<file path="config.mk">
export PLATFORM = sky130hd
export DESIGN_NAME = padd_result_streamer
export DESIGN_NICKNAME = d
export VERILOG_FILES = /design/src/rtl/padd_result_streamer.sv
export SDC_FILE = /design/constraint.sdc
export NUM_CORES = 1
export LEC_CHECK = 0
export BUFFER_PORTS_ARGS = -buffer_cell sky130_fd_sc_hd__buf_2
export CAP_MARGIN = 30
export CORE_UTILIZATION = 45
export DETAILED_ROUTE_END_ITERATION = 12
export PLACE_DENSITY = 0.68
export SLEW_MARGIN = 20
export SYNTH_ARGS = -nofsm -noshare
export SYNTH_HDL_FRONTEND = slang
export SYNTH_SLANG_ARGS = --single-unit
</file>
<file path="constraint.sdc">
create_clock -name clk -period 5.7 [get_ports clk]
set_input_delay 1.14 -clock clk [delete_from_list [all_inputs] [get_ports clk]]
set_output_delay 1.14 -clock clk [all_outputs]
set_load 0.01 [all_outputs]
</file>
<file path="src/rtl/padd_result_streamer.sv">
// Capture-and-readout stage: after a start pulse and settle delay, snapshots all
// result words in one cycle and streams them as a framed, XOR-checksummed byte stream.
module padd_result_streamer #(
    parameter int unsigned NUM_WORDS     = 5,
    parameter int unsigned WORD_W        = 64,
    parameter int unsigned SETTLE_CYCLES = 8,
    parameter logic [7:0]  HDR_BYTE      = 8'hA5
) (
    input  logic                        clk,
    input  logic                        reset,
    input  logic                        start,
    input  logic [NUM_WORDS*WORD_W-1:0] prod_in,
    output logic [7:0]                  tx_data,
    output logic                        tx_valid,
    input  logic                        tx_ready,
    output logic                        busy,
    output logic                        done
);

    localparam int unsigned      NBYTES    = NUM_WORDS * WORD_W / 8;
    localparam int unsigned      IDX_W     = $clog2(NBYTES + 1);
    localparam logic [IDX_W-1:0] LAST_IDX  = IDX_W'(NBYTES - 1);
    localparam logic [7:0]       SETTLE_LD = 8'(SETTLE_CYCLES);

    typedef enum logic [2:0] {
        S_IDLE, S_SETTLE, S_SNAP, S_HDR, S_DATA, S_CSUM
    } state_t;

    state_t                        r_state, w_state_nxt;
    logic [7:0]                    r_cnt;
    logic [IDX_W-1:0]              r_idx, w_idx_nxt;
    logic [7:0]                    r_csum, w_csum_nxt;
    logic [NUM_WORDS*WORD_W-1:0]   r_snap;
    logic [7:0]                    r_tx_data, w_tx_data_nxt;
    logic                          r_tx_valid, w_tx_valid_nxt;
    logic                          r_busy;
    logic                          r_done;
    logic                          w_accept;

    assign w_accept = r_tx_valid & tx_ready;

    always_ff @(posedge clk) begin
        if (reset) r_state <= S_IDLE;
        else       r_state <= w_state_nxt;
    end

    // A start arriving in the done cycle is dropped: r_done marks that cycle.
    always_comb begin
        w_state_nxt = r_state;
        case (r_state)
            S_IDLE:   if (start && !r_done)
                          w_state_nxt = (SETTLE_CYCLES == 0) ? S_SNAP : S_SETTLE;
            S_SETTLE: if (r_cnt <= 8'd1) w_state_nxt = S_SNAP;
            S_SNAP:   w_state_nxt = S_HDR;
            S_HDR:    if (w_accept) w_state_nxt = S_DATA;
            S_DATA:   if (w_accept && (r_idx == LAST_IDX)) w_state_nxt = S_CSUM;
            S_CSUM:   if (w_accept) w_state_nxt = S_IDLE;
            default:  w_state_nxt = S_IDLE;
        endcase
    end

    // Outputs are computed from the next state so tx_data/tx_valid can be registered
    // without adding a bubble between header, data and checksum bytes.
    always_comb begin
        w_idx_nxt  = r_idx;
        w_csum_nxt = r_csum;
        if (r_state == S_SNAP) begin
            w_idx_nxt  = '0;
            w_csum_nxt = 8'h00;
        end else if ((r_state == S_DATA) && w_accept) begin
            w_idx_nxt  = r_idx + 1'b1;
            w_csum_nxt = r_csum ^ r_tx_data;
        end

        w_tx_valid_nxt = (w_state_nxt inside {S_HDR, S_DATA, S_CSUM});
        case (w_state_nxt)
            S_HDR:   w_tx_data_nxt = HDR_BYTE;
            S_DATA:  w_tx_data_nxt = 8'(r_snap >> {w_idx_nxt, 3'b000});
            S_CSUM:  w_tx_data_nxt = w_csum_nxt;
            default: w_tx_data_nxt = 8'h00;
        endcase
    end

    always_ff @(posedge clk) begin
        if (reset) begin
            r_cnt      <= 8'h00;
            r_idx      <= '0;
            r_csum     <= 8'h00;
            r_snap     <= '0;
            r_tx_data  <= 8'h00;
            r_tx_valid <= 1'b0;
            r_busy     <= 1'b0;
            r_done     <= 1'b0;
        end else begin
            if ((r_state == S_IDLE) && (w_state_nxt == S_SETTLE))
                r_cnt <= SETTLE_LD;
            else if (r_state == S_SETTLE)
                r_cnt <= r_cnt - 8'd1;
            if (r_state == S_SNAP)
                r_snap <= prod_in;
            r_idx      <= w_idx_nxt;
            r_csum     <= w_csum_nxt;
            r_tx_data  <= w_tx_data_nxt;
            r_tx_valid <= w_tx_valid_nxt;
            r_busy     <= (w_state_nxt != S_IDLE);
            r_done     <= (r_state == S_CSUM) && w_accept;
        end
    end

    assign tx_data  = r_tx_data;
    assign tx_valid = r_tx_valid;
    assign busy     = r_busy;
    assign done     = r_done;

endmodule

</file>
=== Word-level counts from Yosys, hierarchy flattened ===
Cells that the tools add are included.

* Bitwise operators: 2
* $add $sub $neg: 2
* Order comparisons: 1
* Reductions and logical operators: 11
* Shift-type cells: 1
* Multiplexer cells: 13
* Equal/unequal tests: 10

{| class="wikitable"
|+ Operators with widths
! operator !! number
|-
| $shr A320 B9 Y8 || 1
|-
| $pmux W8 S3 || 1
|-
| $pmux W3 S6 || 1
|-
| $mux W8 || 2
|-
| $mux W3 || 5
|-
| $eq A3 B3 Y1 const B || 4
|-
| $mux W6 || 2
|-
| $eq A3 B2 Y1 const B || 3
|-
| $le A8 B1 Y1 const B || 1
|-
| $mux W4 || 2
|-
| $sub A8 B1 Y8 const B || 1
|-
| $xor A8 B8 Y8 || 1
|-
| $add A6 B1 Y6 const B || 1
|-
| $eq A3 B1 Y1 const B || 2
|-
| $eq A6 B6 Y1 const B || 1
|-
| $reduce_bool A3 Y1 || 2
|-
| $logic_and A1 B1 Y1 || 5
|-
| $logic_not A3 Y1 || 1
|-
| $reduce_bool A2 Y1 || 1
|-
| $reduce_or A2 Y1 || 1
|-
| $and A1 B1 Y1 || 1
|-
| $logic_not A1 Y1 || 1
|}

* Register bits after elaboration: 356
* Logic and storage cells: 50
* Input bits: 324

=== Longest topological paths before layout ===
Gate-level depths: netlist (run 1).

* Depth after elaboration: 7
* Gate-level depth with buffers: 13

=== Worst setup path before layout (run 1) ===
OpenSTA, ideal clock, no wires.

* Path kind: input port to flip-flop
* Start: input port tx_ready
* End: register r_tx_data[6], in the netlist tx_data[6]
* Setup slack: 2.608 ns
* Data arrival time: 2.967 ns
* Setup time: 0.124 ns
* Stages: 9
* Cell sequence: and3_1 a31oi_2 nand2_2 buf_2 mux2_1 a221oi_1 o22ai_1 o31ai_2 a31oi_1

* Longest elaborated chain between the ends: 6

{| class="wikitable"
|+ RTL lines
! what !! line !! text
|-
| from (decl) || 15 || <nowiki>input logic tx_ready,</nowiki>
|-
| $and A1 B1 Y1 (*) || 40 || <nowiki>assign w_accept = r_tx_valid & tx_ready;</nowiki>
|-
| $logic_and A1 B1 Y1, on equally long branches || 70, 56 ||
|-
| $mux W6 or $mux W3 (tied branches) || 70, 56 ||
|-
| $mux W6 or $pmux W3 S6 (tied branches) || 67, 50 ||
|-
| $shr A320 B9 Y8, or another cell as far along || 78 || <nowiki>S_DATA: w_tx_data_nxt = 8'(r_snap >> {w_idx_nxt, 3'b000});</nowiki>
|-
| $pmux W8 S3 (*) || 76 || <nowiki>case (w_state_nxt)</nowiki>
|-
| to (signal assigned) || 103 || <nowiki>r_tx_data <= w_tx_data_nxt;</nowiki>
|-
| to (decl) || 34 || <nowiki>logic [7:0] r_tx_data, w_tx_data_nxt;</nowiki>
|}

Mark *: on every way between the ends. The rest lies on a longest branch, timed or not.
A chain may end at the register's enable or synchronous reset.

=== Final worst setup path (run 1) ===
* Start: register r_state[2]
* End: register r_tx_data[6], in the netlist tx_data[6]

* Longest elaborated chain between the ends: 6

{| class="wikitable"
|+ RTL lines
! what !! line !! text
|-
| from (decl) || 29 || <nowiki>state_t r_state, w_state_nxt;</nowiki>
|-
| from (signal assigned) || 44 || <nowiki>else r_state <= w_state_nxt;</nowiki>
|-
| $eq A3 B3 Y1 || 50, 70 ||
|-
| $logic_and A1 B1 Y1 || 70 || <nowiki>end else if ((r_state == S_DATA) && w_accept) begin</nowiki>
|-
| $mux W6 || 70 ||
|-
| $mux W6 || 67 || <nowiki>if (r_state == S_SNAP) begin</nowiki>
|-
| $shr A320 B9 Y8 || 78 ||
|-
| $pmux W8 S3 (*) || 76 ||
|}

Marked as above.

==> flow_summary_export.csv, run 1 <==
group,metric,value,unit
status,outcome,"finished clean",
layout,drive_gt1_frac,0.187,
logic_synthesis,syn_inst,2135,
logic_synthesis,synth_top_area_frac,0.459,
logic_synthesis,avgSynthCellArea,7.28,µm²
global_route,overflow,0,
sta,hold_viol,0,
sta,finalCritPeriodShare,0.664,
critical_path,crit_path_cell_trace,"or3b_4 -> nand2_1 -> mux2_2 -> nand2b_1 -> a211oi_1 -> or4_1 -> o31ai_2 -> a31oi_1",
clock_tree,clockBufferDepth,3,
clock_tree,path_clk_slew,0.06,ns
sta,max_freq,264,MHz
logic_synthesis,synth_edf_count,0,
routing,drt_iter0_markers,1302,
hold_path,min_path_type,"flip-flop to flip-flop",
critical_path,path_buf_inv,0,
power,peakVddDrop,0.000345,V
clock_tree,postCtsResizedCells,0,
routing,viasPerCell,5.52,
floorplanning,die_y,188,µm
critical_path,worst-path-max-fanout,69,
global_route,grtUsageTotal,0.283,
floorplanning,core,33800,µm²
critical_path,rrSetupSlack,1.92,ns
logic_synthesis,synth_cell_types,69,
layout,ff_latch_area,7130,µm²
sta,skew,0.0193,ns
clock_tree,cts_setup_buffers,0,
layout,final_util,0.551,
routing,drc,0,
routing,dr.pass1.iters,5,
sta,rsz0062_at_grt,"no",
place,dp_slack,1.42,ns
clock_tree,cts_hold_buf,0,
clock_tree,cts_made_buffers,38,
logic_synthesis,yosys_warnings,0,
sta,setup_viol,0,
sta,finalSetupTns,0,ns
power,power_density,417,nW/µm²
floorplanning,boundaryPins,335,
logic_synthesis,yosys_register_bits,356,
critical_path,worstPathArrival,4.20,ns
clock_tree,cts-root-buf,"clkbuf_16",
critical_path,crit_path_end_kind,"flip-flop",
power,power_leakage,6.85,nW
critical_path,rr_worst_depth,8,
sta,drv_slew,0,
critical_path,cp.depth,8,
global_route,grt_start_max_net_pins,227,
hold_path,holdPathStages,2,
floorplanning,die_w,188,µm
sta,fin_crit,3.78,ns
floorplanning,row_count,67,
logic_synthesis,postSynthNetCount,2462,
floorplanning,die_area,35300,µm²
place,hpwl,36.7,mm
critical_path,r2r-start,"r_state[2]$_SDFF_PP0_",
routing,antenna_left,0,
layout,diodes,0,
logic_synthesis,synth_most_common_cell,"nand2_1",
clock_tree,cts_tree,"built",
hold_path,hold_start,"r_snap[22]$_SDFFE_PP0P_",
critical_path,critPathKind,"flip-flop to flip-flop",
logic_synthesis,yosysSeqAreaShare,0.459,
critical_path,max_stage_delay,0.78,ns
logic_synthesis,yosys.area.top_type,"dfxtp_1",
critical_path,cp-start-kind,"flip-flop",
layout,nNetsFinal,2686,
sta,holdWs,0.454,ns
layout,syn2layout_area_growth,19.9,%
critical_path,slowest_stage,"or3b_4",
clock_tree,htreeDepth,2,
logic_synthesis,synthTopCellsByArea,"dfxtp_1 46%, nand2_1 20%, a21oi_1 12%",
floorplanning,start_util,0.460,
critical_path,required,6.11,ns
routing,drt_wl_total,51.5,mm
hold_path,min_to,"r_snap[22]$_SDFFE_PP0P_",
sta,max-slew-margin-rel,0.389,
global_route,grt_pass1_vias,14600,
clock_tree,clock_sinks,356,
layout,fill_cells,3340,
sta,tightest_slew,0.917,ns
global_route,grt_pass1_wl,78.9,mm
routing,wl_per_cell,18.2,µm
logic_synthesis,synthesis.area,15500,µm²
layout,multi_input_area,7710,µm²
global_route,antenna_found_initial,0,
critical_path,critPathTopFamily,"simple AND/OR/NAND/NOR gates",
critical_path,rr_endpoint,"tx_data[6]$_SDFF_PP0_",
routing,vias,15600,
clock_tree,clkLatencyLatePin,0.54,ns
place,gp_congestion,0.875,
place,portBuffers,334,
sta,fin_ws,1.92,ns
logic_synthesis,synth_top_flop_cell,"dfxtp_1",
flow_run,cap_viol_max_count,0,
logic_synthesis,synth_common_cells,"811 x nand2_1, 373 x a21oi_1, 356 x dfxtp_1",
logic_synthesis,synthArstFlopShare,0,
## worst max path at each step
stage	start	to	slack, ns
2_1_floorplan	tx_ready	tx_data[6]$_SDFF_PP0_	2.61
4_1_cts	r_state[2]$_SDFF_PP0_	tx_data[6]$_SDFF_PP0_	1.93
3_5_place_dp	tx_ready	tx_data[6]$_SDFF_PP0_	1.42
6_report	r_state[2]$_SDFF_PP0_	tx_data[6]$_SDFF_PP0_	1.92
5_1_grt	r_state[2]$_SDFF_PP0_	tx_data[6]$_SDFF_PP0_	1.72
3_3_place_gp	tx_ready	tx_data[6]$_SDFF_PP0_	1.50
## placed cells by master, fill, tap and decap left out, types with 6 or more instances in the layout
master / count
a31oi_1: 18
and3_1: 33
clkbuf_8: 9
buf_4: 21
nor3_1: 16
nor2_1: 60
o22ai_1: 8
a211oi_1: 49
nand2_1: 810
buf_2: 333
clkinv_2: 6
a21o_1: 6
xnor2_1: 9
clkbuf_16: 38
xor2_1: 8
nand3_1: 32
a2bb2oi_1: 7
a311oi_1: 14
nand2b_1: 7
dfxtp_1: 356
a21oi_1: 373
o21ai_0: 39
a311o_1: 6
## cell type report
cell class,count,area share
clock buffers,50,0.0583
inverters,4,0.000806
clock inverters,18,0.00974
repair buffers,359,0.104
multi-input cells,1600,0.414
flip-flops and latches,356,0.383
well taps,448,0.0301
## cells by family (layout without fill, tap and decap cells)
family                   Yosys count  after routing  synth area share
AND/OR/NAND/NOR                  998            998             0.260
AO/OA/AOI/OAI                    569            569             0.212
flip-flops                       356            356             0.459
buffers and inverters            179            431            0.0484
XOR/XNOR                          18             18            0.0101
multiplexers                      12             12           0.00821
adder cells (fa/ha/maj)            3              3           0.00242
## flip-flops by register name, indices dropped and copies added, names as in the netlist
name      count
r_snap      320
r_cnt         8
r_csum        8
tx_data       8
r_idx         6
r_state       3
busy          1
done          1
tx_valid      1
## stage by stage
stage | cell area, µm² | power [mW] | cells
after floorplan | 15500 | 4.65 | 2135
after global placement | 17300 | 5.22 | 2763
after detailed placement | 17300 | 5.27 | 2765
after CTS | 18600 | 7.76 | 2833
after global routing | 18600 | 8.17 | 2835
final | 18600 | 7.77 | 2835
## tightest hold or removal path: cells and delay by family, from the launching register on
family | cells | cell delay (ns)
DFF | 1 | 0.31
and+or+nand+nor | 1 | 0.05
AOI/OAI and AO/OA | 1 | 0.05
## per-layer routing
metal | wire length (µm) | global-route usage | vias up
met1 | 21900 | 0.379 | 7269
met5 | 0 | 0 | -
li1 | - | - | 7648
met4 | 2180 | 0.123 | 0
met2 | 24000 | 0.459 | 615
met3 | 3350 | 0.0311 | 113
## report_power, final
group | total (mW) | switching [mW] | leakage, nW | internal [mW]
Combinational | 1.94 | 1.28 | 3.35 | 0.662
Sequential | 3.32 | 0.328 | 2.88 | 2.99
Clock | 2.51 | 1.06 | 0.622 | 1.45
Total | 7.77 | 2.67 | 6.85 | 5.10
Note: power is estimated with default switching activity, not from simulation.
==> inputs of run 2 (changes only) <==
==> constraint.sdc (replaced) <==
create_clock -name clk -period 3.8 [get_ports clk]
set_input_delay 0.76 -clock clk [delete_from_list [all_inputs] [get_ports clk]]
set_output_delay 0.76 -clock clk [all_outputs]
set_load 0.01 [all_outputs]
==> flow_summary_export.csv, run 2 (same netlist as run 1, synthesis figures left out) <==
group,metric,value,unit
status,outcome,"finished clean",
global_route,grt_pass1_wl,80.5,mm
routing,viasPerCell,5.53,
sta,setup_viol,0,
flow_run,cap_viol_max_count,0,
power,power_density,626,nW/µm²
layout,drive_gt1_frac,0.190,
layout,layout_commonest_cell,"nand2_1",
clock_tree,postCtsResizedCells,0,
sta,tightest_slew,0.994,ns
global_route,grt_start_max_net_pins,199,
clock_tree,path_clk_slew,0.06,ns
sta,fin_ws,0.483,ns
sta,finalSetupTns,0,ns
critical_path,worst-path-max-fanout,30,
sta,finalCritPeriodShare,0.873,
floorplanning,core,33800,µm²
floorplanning,die_w,188,µm
sta,max-slew-margin-rel,0.337,
global_route,grt_pass1_vias,15100,
sta,fin_crit,3.32,ns
floorplanning,start_util,0.460,
routing,dr.pass1.iters,6,
place,dp_slack,0.292,ns
sta,max_freq,301,MHz
clock_tree,cts_hold_buf,0,
power,p_int,7.85,mW
critical_path,crit_path_end_kind,"flip-flop",
sta,hold_viol,0,
routing,wl_per_cell,18.2,µm
place,portBuffers,334,
power,p_sw_frac,0.333,
layout,final_cell_mix,"810 x nand2_1, 373 x a21oi_1, 356 x dfxtp_1",
layout,diodes,0,
floorplanning,die_area,35300,µm²
layout,nNetsFinal,2701,
place,gp_congestion,0.890,
power,comb_power_share,0.247,
clock_tree,clkLatencyLatePin,0.53,ns
global_route,grtUsageTotal,0.287,
critical_path,cp-start-kind,"flip-flop",
clock_tree,htreeDepth,2,
routing,drt_iter0_markers,1366,
place,place_area,17500,µm²
power,clockPowerShare,0.329,
hold_path,min_path_type,"flip-flop to flip-flop",
clock_tree,cts_tree,"built",
power,peakVddDrop,0.000384,V
routing,drc,0,
critical_path,slowest_stage,"dfxtp_1",
layout,largest_reg_flops,320,
routing,vias,15800,
critical_path,critPathKind,"flip-flop to flip-flop",
power,power_leakage,6.95,nW
sta,drv_slew,0,
power,p_sw,3.92,mW
routing,drt_wl_total,51.9,mm
place,hpwl,37.5,mm
power,seqPwrFrac,0.424,
layout,top_register,"r_snap",
sta,rsz0062_at_grt,"no",
layout,stdcell_area,18800,µm²
clock_tree,clockBufferDepth,3,
floorplanning,boundaryPins,335,
clock_tree,cts_made_buffers,38,
critical_path,crit_path_cell_trace,"nand3_1 -> o31a_1 -> nand2_2 -> buf_4 -> a211oi_1 -> a31oi_1 -> o22ai_1 -> or4_1 -> o21ai_1",
floorplanning,row_count,67,
critical_path,max_stage_delay,0.60,ns
global_route,antenna_found_initial,0,
floorplanning,die_y,188,µm
clock_tree,clock_sinks,356,
clock_tree,cts-root-buf,"clkbuf_16",
sta,skew,0.0109,ns
routing,antenna_left,0,
layout,syn2layout_area_growth,21.0,%
critical_path,worstPathArrival,3.77,ns
global_route,overflow,0,
critical_path,required,4.25,ns
clock_tree,cts_setup_buffers,0,
-- run 2: stage by stage --
step,utilization,power [mW],hold slack [ns],cells
2_1_floorplan,-,6.97,0.432,2135
5_1_grt,0.557,12.4,0.470,2851
4_1_cts,0.557,11.8,0.456,2851
3_3_place_gp,0.518,7.87,0.441,2782
6_report,0.557,11.8,0.456,2851
3_5_place_dp,0.518,7.94,0.448,2782
-- run 2: final cells by class --
class / count / area (µm²)
multi-input cells: 1600 / 7710
repair buffers: 374 / 2070
clock buffers: 56 / 1140
flip-flops and latches: 356 / 7130
well taps: 448 / 561
inverters: 4 / 15.0
fillers: 3254 / 15000
clock inverters: 13 / 175
-- run 2: power groups by stage --
stage	sequential (mW)	clock, mW	combinational [mW]
global placement	5.04	0	2.83
floorplan	4.84	0	2.13
finish	4.99	3.87	2.91
detailed placement	5.05	0	2.89
CTS	4.98	3.91	2.90
global route	5.06	4.06	3.29
-- run 2: path summary, 6_finish.rpt --
kind | start | end | slack, ns | cells after the start
max | r_state[2]$_SDFF_PP0_ | tx_data[4]$_SDFF_PP0_ | 0.48 | 9
min | r_snap[311]$_SDFFE_PP0P_ | r_snap[311]$_SDFFE_PP0P_ | 0.46 | 2
max reg2reg | r_state[2]$_SDFF_PP0_ | tx_data[4]$_SDFF_PP0_ | 0.48 | 9
min reg2reg | r_snap[311]$_SDFFE_PP0P_ | r_snap[311]$_SDFFE_PP0P_ | 0.46 | 2
-- run 2: layer usage --
metal  wire length, µm  track usage  share of wire
met3              3560       0.0425          0.069
met1             22400        0.380           0.43
met5                 0            0              0
met2             24000        0.471           0.46
met4              1880        0.111          0.036
-- run 2: worst max-delay path: cells and delay by family (launching register included) --
| family | cells | cell delay (ns) |
|---|---|---|
| DFF | 1 | 0.60 |
| buffers and inverters | 1 | 0.25 |
| and+or+nand+nor | 3 | 1.45 |
| AOI/OAI and AO/OA | 5 | 0.93 |
==> inputs of run 3 (changes only) <==
--- a/config.mk
+++ b/config.mk
@@ -10,6 +10,7 @@
 export CORE_UTILIZATION = 45
 export DETAILED_ROUTE_END_ITERATION = 12
 export PLACE_DENSITY = 0.68
+export RECOVER_POWER = 100
 export SLEW_MARGIN = 20
 export SYNTH_ARGS = -nofsm -noshare
 export SYNTH_HDL_FRONTEND = slang
==> flow_summary_export.csv, run 3 (same netlist as run 1, synthesis figures left out) <==
group,metric,value,unit
sta,skew,0.00974,ns
power,power_density,628,nW/µm²
power,p_sw,3.92,mW
floorplanning,boundaryPins,335,
critical_path,critPathKind,"flip-flop to flip-flop",
sta,finalSetupTns,0,ns
routing,viasPerCell,5.54,
sta,rsz0062_at_grt,"no",
clock_tree,cts-root-buf,"clkbuf_16",
global_route,overflow,0,
routing,wl_per_cell,18.2,µm
power,clockPowerShare,0.328,
power,power,11.8,mW
global_route,grt_pass1_wl,80.5,mm
floorplanning,core,33800,µm²
layout,final_cell_mix,"810 x nand2_1, 373 x a21oi_1, 356 x dfxtp_1",
critical_path,worstPathArrival,3.82,ns
flow_run,cap_viol_max_count,3,
global_route,grtUsageTotal,0.287,
critical_path,worst-path-max-fanout,13,
critical_path,required,4.25,ns
layout,top_register,"r_snap",
clock_tree,cts_hold_buf,0,
clock_tree,clock_sinks,356,
global_route,antenna_found_initial,0,
place,place_area,17500,µm²
layout,syn2layout_area_growth,20.7,%
sta,max_freq,297,MHz
power,power_leakage,6.89,nW
sta,finalCritPeriodShare,0.887,
floorplanning,start_util,0.460,
hold_path,min_path_type,"flip-flop to flip-flop",
floorplanning,die_y,188,µm
sta,setup_viol,0,
sta,max-slew-margin-rel,-0.514,
routing,vias,15800,
global_route,grt_start_max_net_pins,199,
clock_tree,clockBufferDepth,3,
critical_path,cp-start-kind,"flip-flop",
place,hpwl,37.5,mm
routing,drt_wl_total,52.0,mm
layout,largest_reg_flops,320,
status,violations,"max-capacitance violations, max-slew violations",
clock_tree,postCtsResizedCells,0,
routing,drc,0,
clock_tree,clkLatencyLatePin,0.53,ns
status,outcome,"complete, but fails checks",
layout,drive_gt1_frac,0.184,
clock_tree,cts_tree,"built",
floorplanning,die_w,188,µm
layout,diodes,0,
layout,fill_cells,3263,
place,portBuffers,334,
clock_tree,path_clk_slew,0.07,ns
power,p_sw_frac,0.333,
layout,stdcell_count,2851,
sta,holdWs,0.456,ns
routing,drt_iter0_markers,1340,
sta,tightest_slew,2.27,ns
place,placedCellCount,2782,
sta,hold_viol,0,
sta,drv_slew,393,
global_route,grt_pass1_vias,15100,
clock_tree,cts_setup_buffers,0,
power,seqPwrFrac,0.424,
clock_tree,htreeDepth,2,
clock_tree,cts_made_buffers,38,
layout,nNetsFinal,2701,
routing,antenna_left,0,
power,comb_power_share,0.249,
layout,layout_commonest_cell,"nand2_1",
floorplanning,row_count,67,
routing,dr.pass1.iters,7,
power,p_int,7.87,mW
place,gp_congestion,0.890,
power,peakVddDrop,0.000385,V
sta,fin_crit,3.37,ns
floorplanning,die_area,35300,µm²
layout,stdcell_area,18800,µm²
critical_path,crit_path_end_kind,"flip-flop",
run 3: power groups by stage:
stage / Combinational, mW / Sequential, mW / Clock (mW)
2_1_floorplan: 2.13 / 4.84 / 0
3_3_place_gp: 2.83 / 5.04 / 0
3_5_place_dp: 2.89 / 5.05 / 0
4_1_cts: 2.90 / 4.98 / 3.91
5_1_grt: 3.30 / 5.06 / 4.06
6_report: 2.93 / 4.99 / 3.86
run 3: critical path: stages, from the launching register on:
cell,delay [ns]
dfxtp_1,0.59
nand3_1,0.33
nor2_1,0.29
clkbuf_1,0.48
a32oi_1,0.26
nor2_1,0.53
o21ai_0,0.18
o22ai_1,0.37
o31ai_2,0.10
a31oi_1,0.16
run 3: worst paths after layout:
kind / end / slack (ns) / startpoint / depth (start not counted)
worst max-delay path: tx_data[6]$_SDFF_PP0_ / 0.43 / r_state[2]$_SDFF_PP0_ / 9
worst min-delay path: r_snap[223]$_SDFFE_PP0P_ / 0.46 / r_snap[223]$_SDFFE_PP0P_ / 2
worst max register to register: tx_data[6]$_SDFF_PP0_ / 0.43 / r_state[2]$_SDFF_PP0_ / 9
worst min register to register: r_snap[223]$_SDFFE_PP0P_ / 0.46 / r_snap[223]$_SDFFE_PP0P_ / 2
run 3: layout make-up:
cell class | count | area [µm²] | area share
inverters | 4 | 15.0 | 0.000800
flip-flops and latches | 356 | 7130 | 0.380
clock buffers | 56 | 1140 | 0.0609
repair buffers | 374 | 2030 | 0.108
multi-input cells | 1600 | 7710 | 0.411
clock inverters | 13 | 175 | 0.00934
well taps | 448 | 561 | 0.0299
run 3: per-layer routing:
layer	part of all wire	track usage	vias to the layer above
li1	-	-	7672
met4	0.036	0.111	0
met3	0.067	0.0425	118
met2	0.46	0.471	630
met1	0.44	0.380	7379
met5	0	0	-
run 3: per-stage QoR:
stage          setup slack (ns)   util
6_report                  0.430  0.555
5_1_grt                   0.153  0.555
4_1_cts                   0.486  0.557
3_5_place_dp              0.292  0.518
3_3_place_gp              0.406  0.518
2_1_floorplan              1.09      -
